==> src/rtl/bp_nonsynth_pkg.sv <==
// ============================================================================
//  Module      : bp_nonsynth_pkg
//  Description : Shared types for the commit/writeback trace replayer.
//  Revision    : 1.0 - initial release
// ============================================================================
`default_nettype none

package bp_nonsynth_pkg;

    localparam int bp_nonsynth_data_width_gp = 64;

    typedef enum logic [2:0] {
        IDLE  = 3'd0,
        RUN   = 3'd1,
        GAP   = 3'd2,
        DRAIN = 3'd3,
        DONE  = 3'd4
    } bp_nonsynth_state_e;

    typedef struct packed {
        logic [4:0]                           rd;
        logic [bp_nonsynth_data_width_gp-1:0] data;
        logic [15:0]                          stamp;
    } bp_nonsynth_wb_rec_s;

    // Wrap-safe "now has reached stamp": the signed distance is non-negative.
    function automatic logic bp_nonsynth_due(input logic [15:0] now, input logic [15:0] stamp);
        logic [15:0] diff;
        diff = now - stamp;
        return ~diff[15];
    endfunction

endpackage

`default_nettype wire

==> src/rtl/bp_nonsynth_commit_wb_queue.sv <==
// ============================================================================
//  Module      : bp_nonsynth_commit_wb_queue
//  Description : Strict-FIFO pending-writeback buffer with time-stamped release.
//  Revision    : 1.0 - initial release
// ============================================================================
`default_nettype none

module bp_nonsynth_commit_wb_queue
    import bp_nonsynth_pkg::*;
#(
    parameter int wb_els_p = 8
) (
    input  logic                                 clk_i,
    input  logic                                 reset_i,
    input  logic [15:0]                          cyc_i,
    input  logic                                 push_v_i,
    input  bp_nonsynth_wb_rec_s                  push_rec_i,
    output logic                                 w_v_o,
    output logic [4:0]                           addr_o,
    output logic [bp_nonsynth_data_width_gp-1:0] data_o,
    output logic                                 empty_o,
    output logic                                 full_next_o
);

    localparam int c_ptr_w = $clog2(wb_els_p);
    localparam int c_cnt_w = $clog2(wb_els_p) + 1;

    bp_nonsynth_wb_rec_s r_mem [wb_els_p];
    logic [c_ptr_w-1:0]  r_rd_ptr;
    logic [c_ptr_w-1:0]  r_wr_ptr;
    logic [c_cnt_w-1:0]  r_count;
    logic [c_cnt_w-1:0]  w_count_next;
    bp_nonsynth_wb_rec_s w_head;
    logic                w_empty;
    logic                w_pop;
    logic                w_bypass;
    logic                w_store;
    logic                w_deq;

    assign w_empty = (r_count == '0);
    // An empty queue treats the incoming record as its head, so a zero-delay
    // writeback lands in the same cycle as its commit. The release test uses
    // next cycle's count because the output is registered.
    assign w_head       = w_empty ? push_rec_i : r_mem[r_rd_ptr];
    assign w_pop        = (~w_empty | push_v_i) & bp_nonsynth_due(cyc_i + 16'd1, w_head.stamp);
    assign w_bypass     = w_pop & w_empty;
    assign w_store      = push_v_i & ~w_bypass;
    assign w_deq        = w_pop & ~w_empty;
    assign w_count_next = r_count + c_cnt_w'(w_store) - c_cnt_w'(w_deq);
    assign empty_o      = w_empty;
    assign full_next_o  = (w_count_next == c_cnt_w'(wb_els_p));

    always_ff @(posedge clk_i) begin
        if (w_store) begin
            r_mem[r_wr_ptr] <= push_rec_i;
        end
    end

    always_ff @(posedge clk_i or negedge reset_i) begin
        if (!reset_i) begin
            r_rd_ptr <= '0;
            r_wr_ptr <= '0;
            r_count  <= '0;
            w_v_o    <= 1'b0;
            addr_o   <= '0;
            data_o   <= '0;
        end else begin
            if (w_store) begin
                r_wr_ptr <= r_wr_ptr + c_ptr_w'(1);
            end
            if (w_deq) begin
                r_rd_ptr <= r_rd_ptr + c_ptr_w'(1);
            end
            r_count <= w_count_next;
            w_v_o   <= w_pop;
            if (w_pop) begin
                addr_o <= w_head.rd;
                data_o <= w_head.data;
            end
        end
    end

endmodule

`default_nettype wire

==> src/rtl/bp_nonsynth_commit_replay.sv <==
// ============================================================================
//  Module      : bp_nonsynth_commit_replay
//  Description : Replays a recorded trace as commit + lagged writeback streams.
//  Revision    : 1.0 - initial release
// ============================================================================
`default_nettype none

module bp_nonsynth_commit_replay
    import bp_nonsynth_pkg::*;
#(
    parameter int          vaddr_width_p = 39,
    parameter int          instr_width_p = 32,
    parameter int          dword_width_p = 64,
    parameter int          wb_els_p      = 8,
    parameter logic [15:0] cyc_init_p    = 16'h0000
) (
    input  logic                     clk_i,
    input  logic                     reset_i,
    input  logic                     freeze_i,
    input  logic                     entry_v_i,
    output logic                     entry_ready_o,
    input  logic [vaddr_width_p-1:0] entry_pc_i,
    input  logic [instr_width_p-1:0] entry_instr_i,
    input  logic                     entry_trap_i,
    input  logic [dword_width_p-1:0] entry_cause_i,
    input  logic                     entry_ird_w_v_i,
    input  logic                     entry_frd_w_v_i,
    input  logic [dword_width_p-1:0] entry_data_i,
    input  logic [3:0]               entry_delay_i,
    input  logic                     end_i,
    output logic                     commit_v_o,
    output logic                     commit_exception_o,
    output logic [vaddr_width_p-1:0] commit_pc_o,
    output logic [instr_width_p-1:0] commit_instr_o,
    output logic [dword_width_p-1:0] commit_cause_o,
    output logic                     ird_w_v_o,
    output logic [4:0]               ird_addr_o,
    output logic [dword_width_p-1:0] ird_data_o,
    output logic                     frd_w_v_o,
    output logic [4:0]               frd_addr_o,
    output logic [dword_width_p-1:0] frd_data_o,
    output logic [31:0]              instr_cnt_o,
    output logic                     done_o
);

    bp_nonsynth_state_e  r_state;
    bp_nonsynth_state_e  w_state_next;
    logic [15:0]         r_cyc;
    logic                w_accept;
    logic                w_retire;
    bp_nonsynth_wb_rec_s w_rec;
    logic                w_iq_empty;
    logic                w_fq_empty;
    logic                w_iq_full_next;
    logic                w_fq_full_next;

    assign w_accept    = entry_v_i & entry_ready_o;
    assign w_retire    = w_accept & ~entry_trap_i;
    assign w_rec.rd    = entry_instr_i[11:7];
    assign w_rec.data  = entry_data_i;
    assign w_rec.stamp = r_cyc + 16'd1 + {12'd0, entry_delay_i};

    always_ff @(posedge clk_i or negedge reset_i) begin
        if (!reset_i) begin
            r_cyc <= cyc_init_p;
        end else begin
            r_cyc <= r_cyc + 16'd1;
        end
    end

    always_comb begin
        w_state_next = r_state;
        case (r_state)
            IDLE:    w_state_next = RUN;
            RUN: begin
                if (w_accept && entry_trap_i) begin
                    w_state_next = GAP;
                end else if (!w_accept && end_i && !freeze_i) begin
                    w_state_next = DRAIN;
                end
            end
            GAP:     w_state_next = RUN;
            DRAIN:   w_state_next = (w_iq_empty && w_fq_empty) ? DONE : DRAIN;
            DONE:    w_state_next = DONE;
            default: w_state_next = IDLE;
        endcase
    end

    // Ready is registered, so freeze and queue-full act from the following cycle.
    always_ff @(posedge clk_i or negedge reset_i) begin
        if (!reset_i) begin
            r_state            <= IDLE;
            entry_ready_o      <= 1'b0;
            done_o             <= 1'b0;
            commit_v_o         <= 1'b0;
            commit_exception_o <= 1'b0;
            commit_pc_o        <= '0;
            commit_instr_o     <= '0;
            commit_cause_o     <= '0;
            instr_cnt_o        <= '0;
        end else begin
            r_state            <= w_state_next;
            entry_ready_o      <= (w_state_next == RUN) & ~freeze_i & ~w_iq_full_next & ~w_fq_full_next;
            done_o             <= (w_state_next == DONE);
            commit_v_o         <= w_retire;
            commit_exception_o <= w_accept & entry_trap_i;
            if (w_accept) begin
                commit_pc_o    <= entry_pc_i;
                commit_instr_o <= entry_instr_i;
            end
            if (w_accept && entry_trap_i) begin
                commit_cause_o <= entry_cause_i;
            end
            if (w_retire && !(&instr_cnt_o)) begin
                instr_cnt_o <= instr_cnt_o + 32'd1;
            end
        end
    end

    bp_nonsynth_commit_wb_queue #(
        .wb_els_p (wb_els_p)
    ) u_int_queue (
        .clk_i       (clk_i),
        .reset_i     (reset_i),
        .cyc_i       (r_cyc),
        .push_v_i    (w_retire & entry_ird_w_v_i),
        .push_rec_i  (w_rec),
        .w_v_o       (ird_w_v_o),
        .addr_o      (ird_addr_o),
        .data_o      (ird_data_o),
        .empty_o     (w_iq_empty),
        .full_next_o (w_iq_full_next)
    );

    bp_nonsynth_commit_wb_queue #(
        .wb_els_p (wb_els_p)
    ) u_fp_queue (
        .clk_i       (clk_i),
        .reset_i     (reset_i),
        .cyc_i       (r_cyc),
        .push_v_i    (w_retire & entry_frd_w_v_i),
        .push_rec_i  (w_rec),
        .w_v_o       (frd_w_v_o),
        .addr_o      (frd_addr_o),
        .data_o      (frd_data_o),
        .empty_o     (w_fq_empty),
        .full_next_o (w_fq_full_next)
    );

endmodule

`default_nettype wire

==> config.mk <==
export PLATFORM = sky130hd
export DESIGN_NAME = bp_nonsynth_commit_replay
export DESIGN_NICKNAME = d
export VERILOG_FILES = /design/src/rtl/bp_nonsynth_pkg.sv /design/src/rtl/bp_nonsynth_commit_wb_queue.sv /design/src/rtl/bp_nonsynth_commit_replay.sv
export SDC_FILE = /design/constraint.sdc
export NUM_CORES = 2
export LEC_CHECK = 0
export CORE_MARGIN = 2
export CORE_UTILIZATION = 47
export CTS_CLUSTER_DIAMETER = 60
export DETAILED_ROUTE_END_ITERATION = 7
export PLACE_DENSITY = 0.77
export SLEW_MARGIN = 20
export SYNTH_ARGS = -nofsm -noshare
export SYNTH_HDL_FRONTEND = slang
export SYNTH_SLANG_ARGS = --single-unit
==> constraint.sdc <==
create_clock -name clk_i -period 24.6 [get_ports clk_i]
set_clock_uncertainty 0.15 [all_clocks]
set_input_delay 7.38 -clock clk_i [delete_from_list [all_inputs] [get_ports clk_i]]
set_output_delay 7.38 -clock clk_i [all_outputs]
set_load 0.03 [all_outputs]
==> impl_metrics.py <==
metrics = {
    "yosys": {
        "syn_inst": 3499,
        "yosysWarnings": 0,
        "yosysSeqAreaShare_pct": 74.8,
        "yosysUniqueCellTypes": 64,
        "syn_area_mm2": 0.0663,
        "async_reset_ff_share_pct": 20.5,
        "synth_top_area_share_pct": 61.6,
        "synth_top_area_cell": "edfxtp_1",
        "ys_dominant_reg_cell": "edfxtp_1",
        "synth-edff-count": 1360,
        "syn_nets": 3761,
        "synthTopCellsByArea": "edfxtp_1 (62%), dfrtp_1 (13%), mux4_2 (11%), nand2_1 (2.3%), a221o_1 (2.1%)",
        "ys_ff_latch": 1710,
        "synth_area_per_cell_um2": 19.0,
    },
    "clock_tree": {
        "cts_sinks": 1710,
        "tritoncts": "done",
        "post_cts_buffers": 0,
        "cts.clk_slew.worst_paths_ns": 0.06,
        "h-tree-depth": 4,
        "cts_root_buf": "clkbuf_16",
        "cts.hold.buffers_added": 0,
        "numCtsBuffers": 173,
        "cts_buffer_depth": 3,
        "clkLatencyLatePin_ns": 0.81,
        "cts_resized": 0,
    },
    "routing": {
        "wl_met3_um": 13500,
        "routed.top_layer": "met4",
        "drt_iter0_drc": 3707,
        "drtAntennaViolNets": 0,
        "drc_errors": 0,
        "wl_um": 169000,
        "viasPerCell": 5.92,
        "wire_per_inst_um": 27.6,
        "vias": 36200,
        "drt-met1-wl_um": 64600,
        "wl_met2_um": 85000,
        "dr.pass1.iters": 5,
    },
    "power_and_ir_drop": {
        "power_frac_comb_pct": 31.4,
        "p_leak_nw": 27.9,
        "pwr-share-seq_pct": 39.3,
        "power_mw": 9.27,
        "power_density_mw_per_mm2": 116,
        "swShare_pct": 32.6,
        "intPower_mw": 6.24,
        "p_sw_mw": 3.02,
        "pwr-share-clk_pct": 29.3,
        "ir_drop_mv": 0.0949,
    },
    "floorplan": {
        "rows": 137,
        "die_area_mm2": 0.144,
        "die_h_um": 380,
        "io_pins": 522,
        "fp.dieW_um": 380,
        "initial_core_util_pct": 47.5,
        "coreArea_mm2": 0.140,
    },
    "setup_path": {
        "crit_required_ns": 24.85,
        "cpMaxStageDelayCell": "a21oi_1",
        "path_buf_inv": 6,
        "path_class": "input pin to flop",
        "cp-end-kind": "flop",
        "cp_data_arrival_time_ns": 14.53,
        "cp_slowest_stage_delay_ns": 0.87,
        "crit_family": "buffers and inverters",
        "crit_fanout": 46,
        "cp_cell_sequence": "clkdlybuf4s50_1 -> ha_1 -> inv_1 -> fa_1 -> inv_1 -> a21o_1 -> a21oi_1 -> nor2b_1 -> xnor2_1 -> buf_4 -> a21oi_1 -> ha_1 -> nand3_1 -> nor4_1 -> o21ai_0 -> nand4b_1 -> xor2_1 -> a21oi_1 -> nor4bb_4 -> buf_4 -> buf_4",
        "cp-start-kind": "input pin",
    },
    "sta": {
        "slew_violations": 0,
        "slew_headroom_pct": 22.8,
        "fmax_mhz": 70.0,
        "fin_crit_ns": 14.28,
        "final.period_utilization_pct": 58.1,
        "setup_violations": 0,
        "rsz0062_at_grt": "false",
        "tightest_slew_ns": 1.16,
        "setup_tns_ns": 0,
        "hold_violations": 0,
    },
    "final_layout": {
        "drive_gt1_share_pct": 18.8,
        "fin_nets": 4341,
        "area_delta_synth_final_pct": 20.3,
    },
    "grt": {
        "grt_use_total_pct": 23.2,
        "grt_pass1_wl_um": 249000,
        "grt_max_degree": 73,
        "first_global_vias": 37000,
        "antenna_found_initial": 11,
        "grt.overflow.total": 0,
    },
    "run": {
        "cap_violations": 0,
    },
    "place": {
        "io_buffers": 521,
        "gp_congestion": 0.955,
        "hpwl_um": 98700,
    },
    "run_status": {
        "status": "finished, final reports clean",
    },
    "worst_hold_path": {
        "hold_class": "flop to flop",
    },
}
[power by group through the flow]
stage                     logic (mW)  registers (mW)  clock network, mW
after floorplan                 1.53            3.98                  0
after global placement          2.87            3.70                  0
after detailed placement        2.90            3.70                  0
after CTS                       2.94            3.65               2.75
after global routing            3.09            3.68               2.85
final                           2.91            3.64               2.71
[stage by stage]
step	util, %	std cells	setup slack, ns	cell area, µm²	hold slack (ns)
after CTS	57.1	6104	10.06	79700	0.327
after global placement	52.8	5778	9.33	73700	0.296
after detailed placement	52.8	5779	9.21	73800	0.308
final	57.1	6109	10.32	79800	0.323
after floorplan	-	3499	3.73	66300	0.271
after global routing	57.1	6109	9.99	79800	0.334
[synthesized netlist by cell type, types with 3 or more instances]
cell and number:
a221o_1 138, a21oi_1 127, o21ai_0 13, mux2i_1 88, dfrtp_1 350, nand2_1 399, xor2_1 25, and2_1 7
nor3_1 17, buf_2 9, nor4bb_1 3, clkbuf_1 114, buf_4 3, xnor2_1 49, and4_1 6, and4b_1 4
fa_1 3, buf_6 15, inv_1 38, nor2_1 107, a21o_1 9, and3_1 7, buf_1 41, nand4_1 16
nor4_1 8, ha_1 48, mux4_2 338, nand3_1 30, edfxtp_1 1360, mux2_2 79, nand3b_1 5
[final timing paths]
check                                  from                     end  slack [ns]  cells after the start
min                              r_state[2]              r_state[0]        0.32                      1
min in group asynchronous           reset_i   u_fp_queue.data_o[29]        6.36                      1
min reg2reg                      r_state[2]              r_state[0]        0.32                      1
max                        entry_delay_i[0]  u_fp_queue.r_mem[1][2]       10.32                     21
max in group asynchronous           reset_i         commit_pc_o[11]       15.79                      3
max reg2reg                        r_cyc[0]  u_fp_queue.r_mem[1][2]       15.87                     20
[metal layers]
| layer | vias up | track usage, % |
|---|---|---|
| met5 | - | 0 |
| met4 | 0 | 8.16 |
| met3 | 299 | 4.32 |
| met2 | 1924 | 38.9 |
| met1 | 18900 | 30.6 |
| li1 | 15100 | - |
[placed cells by master (no fill, tap or decap), drive strengths merged, types with 10 or more instances in the layout]
master	n
mux2	79
clkdlybuf4s50	520
ha	48
bufinv	18
clkinv	66
nor2	108
edfxtp	1360
xnor2	49
a21oi	128
nand2	399
mux4	338
nor3	17
o21ai	13
buf	67
mux2i	88
xor2	25
nor4	10
a221o	138
clkbuf	221
dfrtp	350
nand3	30
inv	51
nand4	17
[final cells by class]
| cell class | count | area (µm²) |
|---|---|---|
| well taps | 1876 | 2350 |
| inverters | 38 | 144 |
| diodes | 4 | 10.0 |
| clock buffers | 221 | 4750 |
| flip-flops and latches | 1710 | 49600 |
| repair buffers | 587 | 5740 |
| multi-input cells | 1569 | 16000 |
| clock inverters | 104 | 1200 |
| fillers | 10100 | 59900 |
[cell families after synthesis]
| kind of cell | synth area share, % |
|---|---|
| flip-flops | 74.8 |
| adder cells (fa/ha/maj) | 1.01 |
| XOR/XNOR | 1.01 |
| multiplexers | 14.1 |
| AND/OR/NAND/NOR | 4.10 |
| buffers and inverters | 1.45 |
| AO/OA/AOI/OAI | 3.50 |
[sequential cells by signal, indices dropped and copies added, names as in the netlist, 16 cells and up]
name and cells:
u_fp_queue.r_mem 680, u_fp_queue.data_o 64, r_cyc 16, commit_instr_o 32, u_int_queue.r_mem 680, commit_cause_o 64
commit_pc_o 39, instr_cnt_o 32, u_int_queue.data_o 64
No activity file was read; power rests on OpenSTA's default activity.
